## src/rtl/rgb_frame_reader.sv

```systemverilog
// Streams a packed RGB frame (3 SRAM words per 2 pixels) out of SRAM as 24-bit pixels
// on a valid/ready interface; credit-limited reads keep the word FIFO from overflowing.
module rgb_frame_reader #(
  parameter logic [17:0] BASE_ADDR    = 18'd146944,
  parameter int          FRAME_PIXELS = 76800,
  parameter int          FIFO_DEPTH   = 8
) (
  input  logic        CLOCK_50_I,
  input  logic        Resetn,
  input  logic        start,
  output logic        done,
  output logic [17:0] SRAM_address,
  output logic        SRAM_we_n,
  input  logic [15:0] SRAM_read_data,
  output logic        pix_valid,
  input  logic        pix_ready,
  output logic [7:0]  pix_R,
  output logic [7:0]  pix_G,
  output logic [7:0]  pix_B,
  output logic        pix_first
);

  localparam int WORDS  = FRAME_PIXELS * 3 / 2;
  localparam int PTR_W  = $clog2(FIFO_DEPTH);
  localparam int CNT_W  = PTR_W + 1;
  localparam int WCNT_W = $clog2(WORDS + 1);
  localparam int PCNT_W = $clog2(FRAME_PIXELS + 1);
  localparam logic [CNT_W-1:0]  DEPTH_C     = CNT_W'(FIFO_DEPTH);
  localparam logic [WCNT_W-1:0] LAST_WORD   = WCNT_W'(WORDS - 1);
  localparam logic [PCNT_W-1:0] LAST_PIXEL  = PCNT_W'(FRAME_PIXELS - 1);

  typedef enum logic [1:0] {S_IDLE, S_FETCH, S_DRAIN, S_DONE} state_t;

  state_t              r_state;
  logic [WCNT_W-1:0]   r_word_cnt;
  logic                r_vld_p1;
  logic                r_vld_p2;
  logic [15:0]         r_fifo_mem [FIFO_DEPTH];
  logic [PTR_W-1:0]    r_wr_ptr;
  logic [PTR_W-1:0]    r_rd_ptr;
  logic [CNT_W-1:0]    r_fifo_cnt;
  logic [1:0]          r_phase;
  logic [PCNT_W-1:0]   r_pix_cnt;
  logic [7:0]          r_R0;
  logic [7:0]          r_G0;
  logic [7:0]          r_R1;

  logic [CNT_W-1:0]    w_inflight;
  logic                w_issue;
  logic                w_push;
  logic                w_pop;
  logic                w_emit;
  logic                w_accept;
  logic                w_out_free;
  logic                w_last_acc;
  logic [15:0]         w_fifo_q;
  logic [23:0]         w_emit_pix;

  assign SRAM_we_n  = 1'b1;
  assign w_inflight = CNT_W'(r_vld_p1) + CNT_W'(r_vld_p2);
  // Words already in the FIFO plus words still in the SRAM pipe must fit the FIFO.
  assign w_issue    = (r_state == S_FETCH) && ((r_fifo_cnt + w_inflight) < DEPTH_C);
  assign w_push     = r_vld_p2;
  assign w_fifo_q   = r_fifo_mem[r_rd_ptr];
  assign w_accept   = pix_valid && pix_ready;
  assign w_out_free = !pix_valid || pix_ready;
  assign w_pop      = (r_fifo_cnt != '0) && ((r_phase == 2'd0) || w_out_free);
  assign w_emit     = w_pop && (r_phase != 2'd0);
  assign w_last_acc = w_accept && (r_pix_cnt == LAST_PIXEL);

  always_comb begin
    w_emit_pix = {r_R1, w_fifo_q};
    if (r_phase == 2'd1) w_emit_pix = {r_R0, r_G0, w_fifo_q[15:8]};
  end

  always_ff @(posedge CLOCK_50_I or negedge Resetn) begin
    if (!Resetn) begin
      r_state      <= S_IDLE;
      SRAM_address <= BASE_ADDR;
      done         <= 1'b0;
      r_word_cnt   <= '0;
      r_vld_p1     <= 1'b0;
      r_vld_p2     <= 1'b0;
      r_wr_ptr     <= '0;
      r_rd_ptr     <= '0;
      r_fifo_cnt   <= '0;
      r_phase      <= 2'd0;
      r_pix_cnt    <= '0;
      pix_valid    <= 1'b0;
      pix_first    <= 1'b0;
      pix_R        <= 8'd0;
      pix_G        <= 8'd0;
      pix_B        <= 8'd0;
    end else begin
      done <= 1'b0;

      // p0 -> p1 -> p2: read issued, SRAM latency, data lands in FIFO
      r_vld_p1 <= w_issue;
      r_vld_p2 <= r_vld_p1;
      if (w_push) r_wr_ptr <= r_wr_ptr + 1'b1;
      if (w_pop)  r_rd_ptr <= r_rd_ptr + 1'b1;
      r_fifo_cnt <= r_fifo_cnt + CNT_W'(w_push) - CNT_W'(w_pop);

      // unpack -> output register
      if (w_pop) r_phase <= (r_phase == 2'd2) ? 2'd0 : 2'(r_phase + 2'd1);
      if (w_emit) begin
        pix_valid <= 1'b1;
        pix_first <= !pix_valid && (r_pix_cnt == '0);
        {pix_R, pix_G, pix_B} <= w_emit_pix;
      end else if (w_accept) begin
        pix_valid <= 1'b0;
        pix_first <= 1'b0;
      end
      if (w_accept) r_pix_cnt <= r_pix_cnt + 1'b1;

      case (r_state)
        S_IDLE: begin
          if (start) begin
            r_state    <= S_FETCH;
            r_word_cnt <= '0;
          end
        end
        S_FETCH: begin
          if (w_issue) begin
            SRAM_address <= BASE_ADDR + 18'(r_word_cnt);
            r_word_cnt   <= r_word_cnt + 1'b1;
            if (r_word_cnt == LAST_WORD) r_state <= S_DRAIN;
          end
        end
        S_DRAIN: begin
          if (w_last_acc) begin
            r_state <= S_DONE;
            done    <= 1'b1;
          end
        end
        default: begin
          r_state    <= S_IDLE;
          r_pix_cnt  <= '0;
          r_word_cnt <= '0;
        end
      endcase
    end
  end

  // Datapath storage carries no reset; control above qualifies every use.
  always_ff @(posedge CLOCK_50_I) begin
    if (w_push) r_fifo_mem[r_wr_ptr] <= SRAM_read_data;
    if (w_pop) begin
      if (r_phase == 2'd0) {r_R0, r_G0} <= w_fifo_q;
      else if (r_phase == 2'd1) r_R1 <= w_fifo_q[7:0];
    end
  end

endmodule

```

## config.mk

```make
export PLATFORM = sky130hd
export DESIGN_NAME = rgb_frame_reader
export DESIGN_NICKNAME = d
export VERILOG_FILES = /design/src/rtl/rgb_frame_reader.sv
export SDC_FILE = /design/constraint.sdc
export NUM_CORES = 1
export LEC_CHECK = 0
export ABC_AREA = 1
export CAP_MARGIN = 20
export CORE_MARGIN = 4
export CORE_UTILIZATION = 54
export DETAILED_ROUTE_END_ITERATION = 16
export MAX_ROUTING_LAYER = met4
export PLACE_DENSITY_LB_ADDON = 0.12
export SLEW_MARGIN = 20
export SYNTH_ARGS = -nofsm -noshare
export SYNTH_HDL_FRONTEND = slang
export SYNTH_SLANG_ARGS = --single-unit
```

## constraint.sdc

```tcl
create_clock -name CLOCK_50_I -period 2 [get_ports CLOCK_50_I]
set_input_delay 0.6 -clock CLOCK_50_I [delete_from_list [all_inputs] [get_ports CLOCK_50_I]]
set_output_delay 0.6 -clock CLOCK_50_I [all_outputs]
set_load 0.005 [all_outputs]
```

; ---- Word-level counts from Yosys, hierarchy flattened
; Memories as Yosys holds them, arrays and structs flattened.
; Index checks and enable logic that the tools add are counted.
[totals]
memories = 1
out_inout_bits = 46
ram_bits = 128
regBits = 119
wordCells = 84
input_bits = 20
[memory_table]
columns = memory, words, width, rd, rd_clocked_by_memory_dff, write_ports, line
row1 = r_fifo_mem, 8, 16, 1, 0, 1, 38  ; logic [15:0] r_fifo_mem [FIFO_DEPTH];
[classes]
n_eq_ne = 11
n_lt_le_gt_ge = 1
n_mux = 19
n_reduce_logical = 21
add_sub_neg = 10
bitwise = 2
[op_table]
columns = cell, n
row1 = $mux W17, 4
row2 = $pmux W17 S3, 1
row3 = $add A17 B1 Y17 const B, 2
row4 = $eq A17 B17 Y1 const B, 2
row5 = $mux W24, 1
row6 = $add A18 B17 Y18 const A, 1
row7 = $logic_not A17 Y1, 1
row8 = $mux W2, 5
row9 = $mux W1, 7
row10 = $add A3 B1 Y3 const B, 2
row11 = $logic_and A1 B1 Y1, 6
row12 = $ne A2 B2 Y1 const B, 3
row13 = $pmux W2 S3, 1
row14 = $reduce_and A3 Y1, 2
row15 = $add A4 B1 Y4, 1
row16 = $add A4 B2 Y4, 1
row17 = $eq A2 B1 Y1 const B, 2
row18 = $eq A2 B2 Y1 const B, 2
row19 = $logic_not A2 Y1, 2
row20 = $lt A4 B4 Y1 const B, 1
row21 = $ne A2 B1 Y1 const B, 2
row22 = $reduce_and A2 Y1, 2
row23 = $reduce_and A4 Y1, 1
row24 = $reduce_bool A2 Y1, 2
row25 = 8 further kinds, 10

; ---- Depth between registers and ports, before layout
; Gate-level depths: netlist (run 1).
[logic_depth]
word_depth = 6
mapped_depth = 11
mapped_depth_nobuf = 11

; ---- Worst setup path after synthesis (run 1)
; No wires, ideal clock.
[synth_timing]
kind = input-to-reg
from = input pix_ready
to = register r_fifo_cnt[2]
stages = 10
path_buffers = 0
path_slack_ns = -0.078
arrival_time_ns = 1.955
cell_sequence = inv_1 nand2_1 nand2_2 nand2_1 ha_1 inv_1 ha_1 inv_1 fa_1 xnor2_1
[synth_between]
elab_chain_cells = 4
[synth_rtl]
columns = item, line
row1 = from (decl), 16  ; input logic pix_ready,
row2 = $logic_or A1 B1 Y1, 66  ; assign w_out_free = !pix_valid || pix_ready;
row3 = $logic_or A1 B1 Y1, 67  ; assign w_pop = (r_fifo_cnt != '0) && ((r_phase == 2'd0) || w_out_free);
row4 = $logic_and A1 B1 Y1, 67
row5 = $sub A4 B1 Y4, 102  ; r_fifo_cnt <= r_fifo_cnt + CNT_W'(w_push) - CNT_W'(w_pop);
row6 = to (signal assigned), 102
row7 = to (decl), 41  ; logic [CNT_W-1:0] r_fifo_cnt;
; No other way between the ends.
; A chain may end at the register's enable or synchronous reset.

; ---- Final worst setup path (run 1)
; Ends and elaborated chain as after synthesis.

==> results of run 1 <==
==> cell type report <==
type                    instances  area [µm²]  area share
flip-flops and latches        247        6950      0.5293
multi-input cells             695        3395      0.2585
repair buffers                122        1160     0.08833
clock buffers                  39       699.4     0.05326
inverters                     143       536.8     0.04088
well taps                     270       337.8     0.02573
clock inverters                 9       52.55    0.004002
==> per-stage QoR <==
stage | area [µm²] | hold WS (ns)
final | 13130 | 0.04196
after global routing | 13130 | 0.05807
after CTS | 13040 | 0.04650
after detailed placement | 12270 | 0.3734
after global placement | 12270 | 0.3734
after floorplan | 11110 | 0.3044
==> worst max-delay path by stage <==
stage	from	endpoint
2_1_floorplan	pix_ready	r_fifo_cnt[2]
3_3_place_gp	pix_ready	r_fifo_cnt[1]
4_1_cts	pix_G[7]	pix_G[7]
3_5_place_dp	pix_ready	r_fifo_cnt[2]
6_report	pix_ready	r_fifo_cnt[2]
5_1_grt	pix_ready	r_fifo_cnt[2]
==> worst max-delay path, cell delays in order <==
cell and delay [ns]:
clkdlybuf4s50_1 0.50, inv_1 0.05, nand2_1 0.12, nand2_4 0.07, nand2_4 0.07, ha_4 0.19, inv_1 0.05, ha_2 0.16
inv_1 0.05, fa_1 0.37, xnor2_1 0.13
==> state kept, by name, indices dropped and copies added, names as in the netlist, 2 cells and up <==
signal and flops:
pix_B 8, r_R1 8, pix_G 8, r_rd_ptr 3
SRAM_address 18, r_phase 2, r_R0 8, r_fifo_cnt 4
r_wr_ptr 3, r_pix_cnt 17, pix_R 8, r_word_cnt 17
r_state 2, r_G0 8, r_fifo_mem 128
==> kinds of logic after synthesis <==
logic type / after synthesis / share of synthesized area
adders and majority gates: 19 / 0.02213
other: 1 / 0.0003384
and+or+nand+nor: 542 / 0.2064
AOI/OAI and AO/OA: 112 / 0.05543
xor gates and xnor gates: 21 / 0.01659
buffers and inverters: 188 / 0.07214
DFF: 247 / 0.6270
==> layer usage <==
metal / global-route usage / share of wire / up-vias
li1: - / - / 3893
met1: 0.3014 / 0.47 / 3547
met2: 0.3192 / 0.46 / 175
met3: 0.03351 / 0.056 / 20
met4: 0.04442 / 0.013 / 0
met5: - / 0 / -
==> cell usage in the layout, fill, tap and decap left out, types with 2 or more instances in the layout <==
cell type / count
nand4_1: 9
a21boi_1: 8
nor2_4: 2
buf_12: 5
dlygate4sd2_1: 23
buf_4: 54
nand3_1: 100
dfstp_2: 6
ha_4: 2
clkdlybuf4s50_1: 19
nand3b_1: 3
o21ai_1: 29
nor4_1: 2
nor2_1: 114
ha_1: 15
o21ai_0: 41
xnor2_1: 4
o21a_1: 3
clkbuf_1: 13
dfrtp_1: 88
clkbuf_16: 26
nand2_2: 3
xor2_1: 17
nor3_1: 3
inv_2: 7
edfxtp_1: 152
dlymetal6s2s_1: 21
o31ai_1: 8
nand2_1: 282
clkinv_1: 6
or2_2: 10
a21oi_1: 21
inv_1: 135
clkinv_2: 2
nor2_2: 6
nand2_4: 3
==> repair_timing <==
action	in CTS	in global routing
pin swaps	2	3
gates resized for setup	25	28
endpoints found under the setup margin	26	23
setup buffers	6	1
==> report_power, final <==
group | switching (mW) | internal (mW) | leakage (nW) | total (mW)
sequential | 0.437 | 6.69 | 2.60 | 7.13
combinational | 4.19 | 2.70 | 3.01 | 6.89
clock | 1.86 | 2.41 | 0.358 | 4.27
total | 6.48 | 11.8 | 5.96 | 18.3
==> impl_metrics.yaml, run 1 <==
status:
  status: "completed"
place:
  placedCellCount: 1470
  io_buffers: 64
  place_congestion: 0.8579
  dp_hpwl_um: 14590
  dp_slack_ns: -0.4554
logic_synthesis:
  synth_area_mm2: 0.01108
  yosysTopAreaCell: "edfxtp_1"
  synth_edf_count: 152
  synth.avg_cell_area_um2: 9.808
  yosysSeqAreaShare: 0.6270
  yosys_most_used_dff: "edfxtp_1"
  yosys_warnings: 0
  synth_top_cells_by_area: "edfxtp_1 41%, dfrtp_1 20%, nand2_1 9.6%"
  synthTopCellsByCount: "284 x nand2_1, 152 x edfxtp_1, 137 x inv_1, 114 x nor2_1, 101 x nand3_1"
  ys_ff_latch: 247
  yosysMostFrequentCell: "nand2_1"
  async_reset_ff_frac: 0.3846
  synth.distinct_cells: 39
  synth_nets: 1169
  synth_top_area_share: 0.4118
  syn_inst: 1130
setup_path:
  cp_max_fo: 2
  setup.worst_path.start_class: "input port"
  reg2regPathDepth: 11
  r2r_start: "r_fifo_cnt[3]"
  ff2ff_setup_slack_ns: 0.06
  worstSetupPathType: "input port to register"
  crit_required_ns: 2.41
  cp.arrival_ns: 2.37
  r2r_end: "r_fifo_cnt[2]"
  endpoint_kind: "register"
sta:
  final.setup.worst_slack_ns: 0.03551
  grt_setup_unrepaired: "yes"
  fin_skew_ns: 0.01314
  finalHoldViolations: 0
  setup_violations: 0
  post-route-min-period_ns: 1.964
  maxSlewViolCount: 0
  setup_tns_ns: 0
  fmax_ghz: 0.5090
  period_share: 0.9822
  slew_headroom: 0.6281
  tightest_slew_ns: 0.5570
routing:
  first_pass_iters: 5
  post-route-drc-count: 0
  vias_per_cell: 5.007
  wirelength_um: 22460
  vias: 7635
  post_drt_wl_per_cell_um: 14.73
  drtIter0Drc: 453
  ant_nets: 0
cells_and_area:
  layout-drive-gt1-share: 0.1060
  diodes: 0
  fillers: 1588
  utilization: 0.6490
  areaGrowthSynthToFinish_pct: 18.48
  finalNetCount: 1274
  instances_no_fill: 1525
run:
  maxCapViolations: 0
clock_tree:
  hold_buffers: 0
  insertion_delay_ns: 0.53
  tritoncts: "done"
  cts_inserted_buffers: 26
  clockBufferDepth: 3
  clk_pin_slew_ns: 0.06
  clock-sinks: 247
  cts_root_buf: "clkbuf_16"
  htreeDepth: 1
grt:
  grt_first_pass_wirelength_um: 37120
  antenna_found_initial: 0
  gr-total-overflow: 0
  first_global_vias: 7231
  grt_usage: 0.2094
  grt_max_degree: 65
die:
  die_h_um: 151.3
  core_area_mm2: 0.02023
  die_area_mm2: 0.02288
  fp.dieW_um: 151.3
  initial_core_util: 0.5477
  core.rowCount: 52
  ios: 66
worst_hold_path:
  hold_path_class: "input port to async pin"
power_and_ir_drop:
  leakage_nw: 5.962
  ir_drop_mv: 0.8131
  powerDensity_mw_per_mm2: 1392
  power_mw: 18.29
No activity file was read; power rests on OpenSTA's default activity.
==> run 2: changes to the inputs <==
Settings changed: CORE_UTILIZATION 54 to 55.
Clock period 2 ns to 2.4 ns, I/O delays scaled along.
==> impl_metrics.yaml, run 2 (synthesis results as in run 1) <==
setup_path:
  worstSetupPathType: "register to output pin"
  endpoint_kind: "output pin"
  slowest_stage: "dfstp_2"
  critical_path_buf_inv_count: 1
  reg2regPathDepth: 11
  max_stage_delay_ns: 0.53
  cp.depth: 1
  cp.arrival_ns: 1.54
  crit_required_ns: 1.68
  cp_top_family: "flip-flops"
  path_cells: "clkdlybuf4s50_1"
  cp_max_fo: 2
  setup.worst_path.start_class: "register"
cells_and_area:
  fin_area_mm2: 0.01291
  largest_register: "r_fifo_mem"
  fillers: 1589
  reg.largest.list: "r_fifo_mem: 128 flops, SRAM_address: 18 flops"
  instances_no_fill: 1491
  areaGrowthSynthToFinish_pct: 16.45
  final_common_cell: "nand2_1"
  seqCellArea_mm2: 0.006950
  diodes: 0
  final_cell_mix: "284 x nand2_1, 152 x edfxtp_1, 137 x inv_1, 114 x nor2_1, 101 x nand3_1"
  largest_reg_flops: 128
  layout-drive-gt1-share: 0.08401
  multi_input_area_mm2: 0.003334
  finalNetCount: 1246
clock_tree:
  htreeDepth: 1
  cts_inserted_buffers: 26
  clock-sinks: 247
  post_cts_resize_count: 0
  hold_buffers: 0
  postCtsSetupBuffers: 0
  insertion_delay_ns: 0.52
  tritoncts: "done"
  clockBufferDepth: 3
  cts_root_buf: "clkbuf_16"
  clk_pin_slew_ns: 0.06
grt:
  grt_first_pass_wirelength_um: 36600
  grt_max_degree: 67
  antenna_found_initial: 0
  gr-total-overflow: 0
  grt_usage: 0.2094
  first_global_vias: 7176
routing:
  drtIter0Drc: 523
  vias: 7515
  first_pass_iters: 5
  wirelength_um: 22440
  post_drt_wl_per_cell_um: 15.05
  ant_nets: 0
  vias_per_cell: 5.040
  post-route-drc-count: 0
power_and_ir_drop:
  powerDensity_mw_per_mm2: 1188
  leakage_nw: 5.546
  ir_drop_mv: 0.6593
  power_mw: 15.33
die:
  fp.dieW_um: 150.0
  core_area_mm2: 0.01965
  die_h_um: 150.0
  die_area_mm2: 0.02249
  initial_core_util: 0.5639
  ios: 66
  core.rowCount: 51
place:
  dp_hpwl_um: 14160
  place_congestion: 0.8355
  dp_slack_ns: -0.2314
  io_buffers: 64
  placed_area_mm2: 0.01207
  placedCellCount: 1444
sta:
  maxSlewViolCount: 0
  setup_violations: 0
  slew_headroom: 0.5718
  final.setup.worst_slack_ns: 0.1355
  post-route-min-period_ns: 2.265
  setup_tns_ns: 0
  fin_skew_ns: 0.01123
  fmax_ghz: 0.4416
  finalHoldViolations: 0
  grt_setup_unrepaired: "no"
  period_share: 0.9436
  tightest_slew_ns: 0.6416
status:
  status: "completed"
run:
  maxCapViolations: 0
worst_hold_path:
  hold_path_class: "input port to async pin"
==> run 2: cell types whose count changed in the layout (fill, tap and decap cells not counted), moves of 3 or more <==
cell / delta
buf_4: -27
bufinv_16: +3
clkbuf_1: -11
clkdlybuf4s50_1: +44
clkinv_1: +4
dlygate4sd2_1: -23
dlymetal6s2s_1: -21
ha_1: +3
nand2_4: -3
==> run 2: cell type report <==
cell class	instances	area share
Clock buffer	29	0.05293
Clock inverter	18	0.01212
Inverter	143	0.04159
Multi-Input combinational cell	695	0.2584
Sequential cell	247	0.5385
Tap cell	265	0.02569
Timing Repair Buffer	94	0.07077
==> run 2: stage by stage <==
step	util	hold slack [ns]
floorplan	-	0.3597
global placement	0.6140	0.3649
detailed placement	0.6140	0.3774
CTS	0.6567	0.1048
global route	0.6567	0.1238
finish	0.6567	0.1077
==> run 2: report_power, final <==
part	total [mW]	switching [mW]	leakage [nW]	internal [mW]
Clock	3.91	1.56	0.407	2.35
Combinational	5.46	3.41	2.54	2.05
Sequential	5.97	0.387	2.60	5.58
Total	15.3	5.35	5.55	9.98
==> run 2: layer usage <==
layer,wire length (µm),GRT usage
met5,0,-
met4,521,0.05444
met3,1055,0.02756
met2,10310,0.3276
met1,10550,0.2941
==> run 2: final timing paths <==
check	startpoint	to	slack (ns)
max	SRAM_address[12]	SRAM_address[12]	0.14
min	Resetn	pix_G[6]	0.11
max reg2reg	r_fifo_cnt[2]	r_fifo_cnt[2]	0.31
min reg2reg	r_vld_p1	r_vld_p2	0.40
max in group asynchronous	Resetn	SRAM_address[12]	1.62
min in group CLOCK_50_I	r_vld_p1	r_vld_p2	0.40
==> run 3: changes to the inputs <==
--- a/config.mk
+++ b/config.mk
@@ -10,8 +10,8 @@
 export CORE_MARGIN = 4
 export CORE_UTILIZATION = 55
+export CTS_CLUSTER_DIAMETER = 60
 export DETAILED_ROUTE_END_ITERATION = 16
 export MAX_ROUTING_LAYER = met4
 export PLACE_DENSITY_LB_ADDON = 0.12
-export SLEW_MARGIN = 20
 export SYNTH_ARGS = -nofsm -noshare
 export SYNTH_HDL_FRONTEND = slang
==> constraint.sdc (replaced) <==
create_clock -name CLOCK_50_I -period 2.4 [get_ports CLOCK_50_I]
set_input_delay 0.72 -clock CLOCK_50_I [delete_from_list [all_inputs] [get_ports CLOCK_50_I]]
set_output_delay 0.72 -clock CLOCK_50_I [all_outputs]
set_load 0.1 [all_outputs]
==> impl_metrics.yaml, run 3 (synthesis results as in run 1) <==
status:
  status: "completed"
setup_path:
  endpoint_kind: "register"
  setup.worst_path.start_class: "register"
  r2r_start: "r_fifo_cnt[2]"
  reg2regPathDepth: 11
  ff2ff_setup_slack_ns: 0.23
  worstSetupPathType: "register to register"
  cp.arrival_ns: 2.58
  r2r_end: "r_fifo_cnt[2]"
  crit_required_ns: 2.81
  cp_max_fo: 3
sta:
  holdWs_ns: 0.1301
  setup_tns_ns: 0
  maxSlewViolCount: 0
  post-route-min-period_ns: 2.172
  period_share: 0.9051
  slew_headroom: 0.5748
  tightest_slew_ns: 0.6371
  grt_setup_unrepaired: "no"
  setup_violations: 0
  finalHoldViolations: 0
  fmax_ghz: 0.4603
  fin_skew_ns: 0.01257
  final.setup.worst_slack_ns: 0.2277
run:
  maxCapViolations: 0
clock_tree:
  hold_buffers: 0
  cts_inserted_buffers: 27
  cts_root_buf: "clkbuf_16"
  htreeDepth: 1
  clk_pin_slew_ns: 0.06
  post_cts_resize_count: 0
  clockBufferDepth: 3
  insertion_delay_ns: 0.53
  postCtsSetupBuffers: 0
  tritoncts: "done"
  clock-sinks: 247
worst_hold_path:
  hold_path_class: "input port to async pin"
die:
  die_area_mm2: 0.02249
  initial_core_util: 0.5639
  fp.dieW_um: 150.0
  core.rowCount: 51
  core_area_mm2: 0.01965
  ios: 66
  die_h_um: 150.0
grt:
  antenna_found_initial: 0
  first_global_vias: 7314
  gr-total-overflow: 0
  grt_max_degree: 67
  grt_usage: 0.2113
  grt_first_pass_wirelength_um: 37090
place:
  io_buffers: 64
  dp_slack_ns: -0.2582
  dp_hpwl_um: 14380
  place_congestion: 0.8584
routing:
  ant_nets: 0
  vias: 7532
  vias_per_cell: 5.031
  first_pass_iters: 5
  post_drt_wl_per_cell_um: 15.02
  post-route-drc-count: 0
  wirelength_um: 22490
  drtIter0Drc: 503
cells_and_area:
  reg.largest.list: "r_fifo_mem: 128 flops, SRAM_address: 18 flops"
  utilization: 0.6582
  areaGrowthSynthToFinish_pct: 16.72
  diodes: 0
  largest_reg_flops: 128
  layout-drive-gt1-share: 0.1266
  largest_register: "r_fifo_mem"
  final_cell_mix: "284 x nand2_1, 152 x edfxtp_1, 137 x inv_1, 114 x nor2_1, 101 x nand3_1"
  finalNetCount: 1250
  final_common_cell: "nand2_1"
power_and_ir_drop:
  powerDensity_mw_per_mm2: 1359
  ir_drop_mv: 0.7670
  leakage_nw: 5.675
[run 3: worst max path at each step]
stage                  start             to  slack [ns]  cells past startpoint
6_report       r_fifo_cnt[2]  r_fifo_cnt[2]        0.23                     11
5_1_grt        r_fifo_cnt[3]  r_fifo_cnt[2]        0.11                     11
4_1_cts        r_fifo_cnt[3]  r_fifo_cnt[2]        0.22                     11
3_5_place_dp       pix_ready  r_fifo_cnt[2]       -0.26                     11
3_3_place_gp       pix_ready  r_fifo_cnt[1]       -0.22                     11
2_1_floorplan      pix_valid  r_fifo_cnt[2]        0.16                      9
[run 3: layer usage]
layer / part of all wire / global-route usage
met5: 0 / -
met4: 0.016 / 0.05306
met2: 0.45 / 0.3248
met1: 0.47 / 0.3017
met3: 0.059 / 0.02907
[run 3: report_power, final]
group	internal (mW)	switching, mW	leakage, nW
combinational	2.07	5.42	2.64
clock	2.51	1.59	0.442
sequential	5.58	0.413	2.59
[run 3: area by class of cell]
class / instances / area (µm²)
well taps: 265 / 331.6
repair buffers: 97 / 885.9
clock buffers: 42 / 803.3
clock inverters: 8 / 92.59
fillers: 1570 / 6718
inverters: 143 / 536.8
multi-input cells: 695 / 3334
flip-flops and latches: 247 / 6952
[run 3: through the flow]
stage | area, µm² | total power [mW] | cells
6_report | 12940 | 17.58 | 1497
5_1_grt | 12940 | 18.70 | 1497
4_1_cts | 12940 | 17.72 | 1497
3_5_place_dp | 12040 | 13.57 | 1447
3_3_place_gp | 12040 | 13.43 | 1447
2_1_floorplan | 11080 | 11.58 | 1130
[run 3: worst max-delay path, cell delays in order (launching register included)]
cell and delay, ns:
dfrtp_1 0.39, inv_1 0.08, ha_1 0.16, nand3_1 0.13
nand2_1 0.12, nand2_1 0.08, ha_1 0.28, inv_1 0.07
ha_1 0.18, inv_1 0.06, fa_1 0.38, xnor2_1 0.13
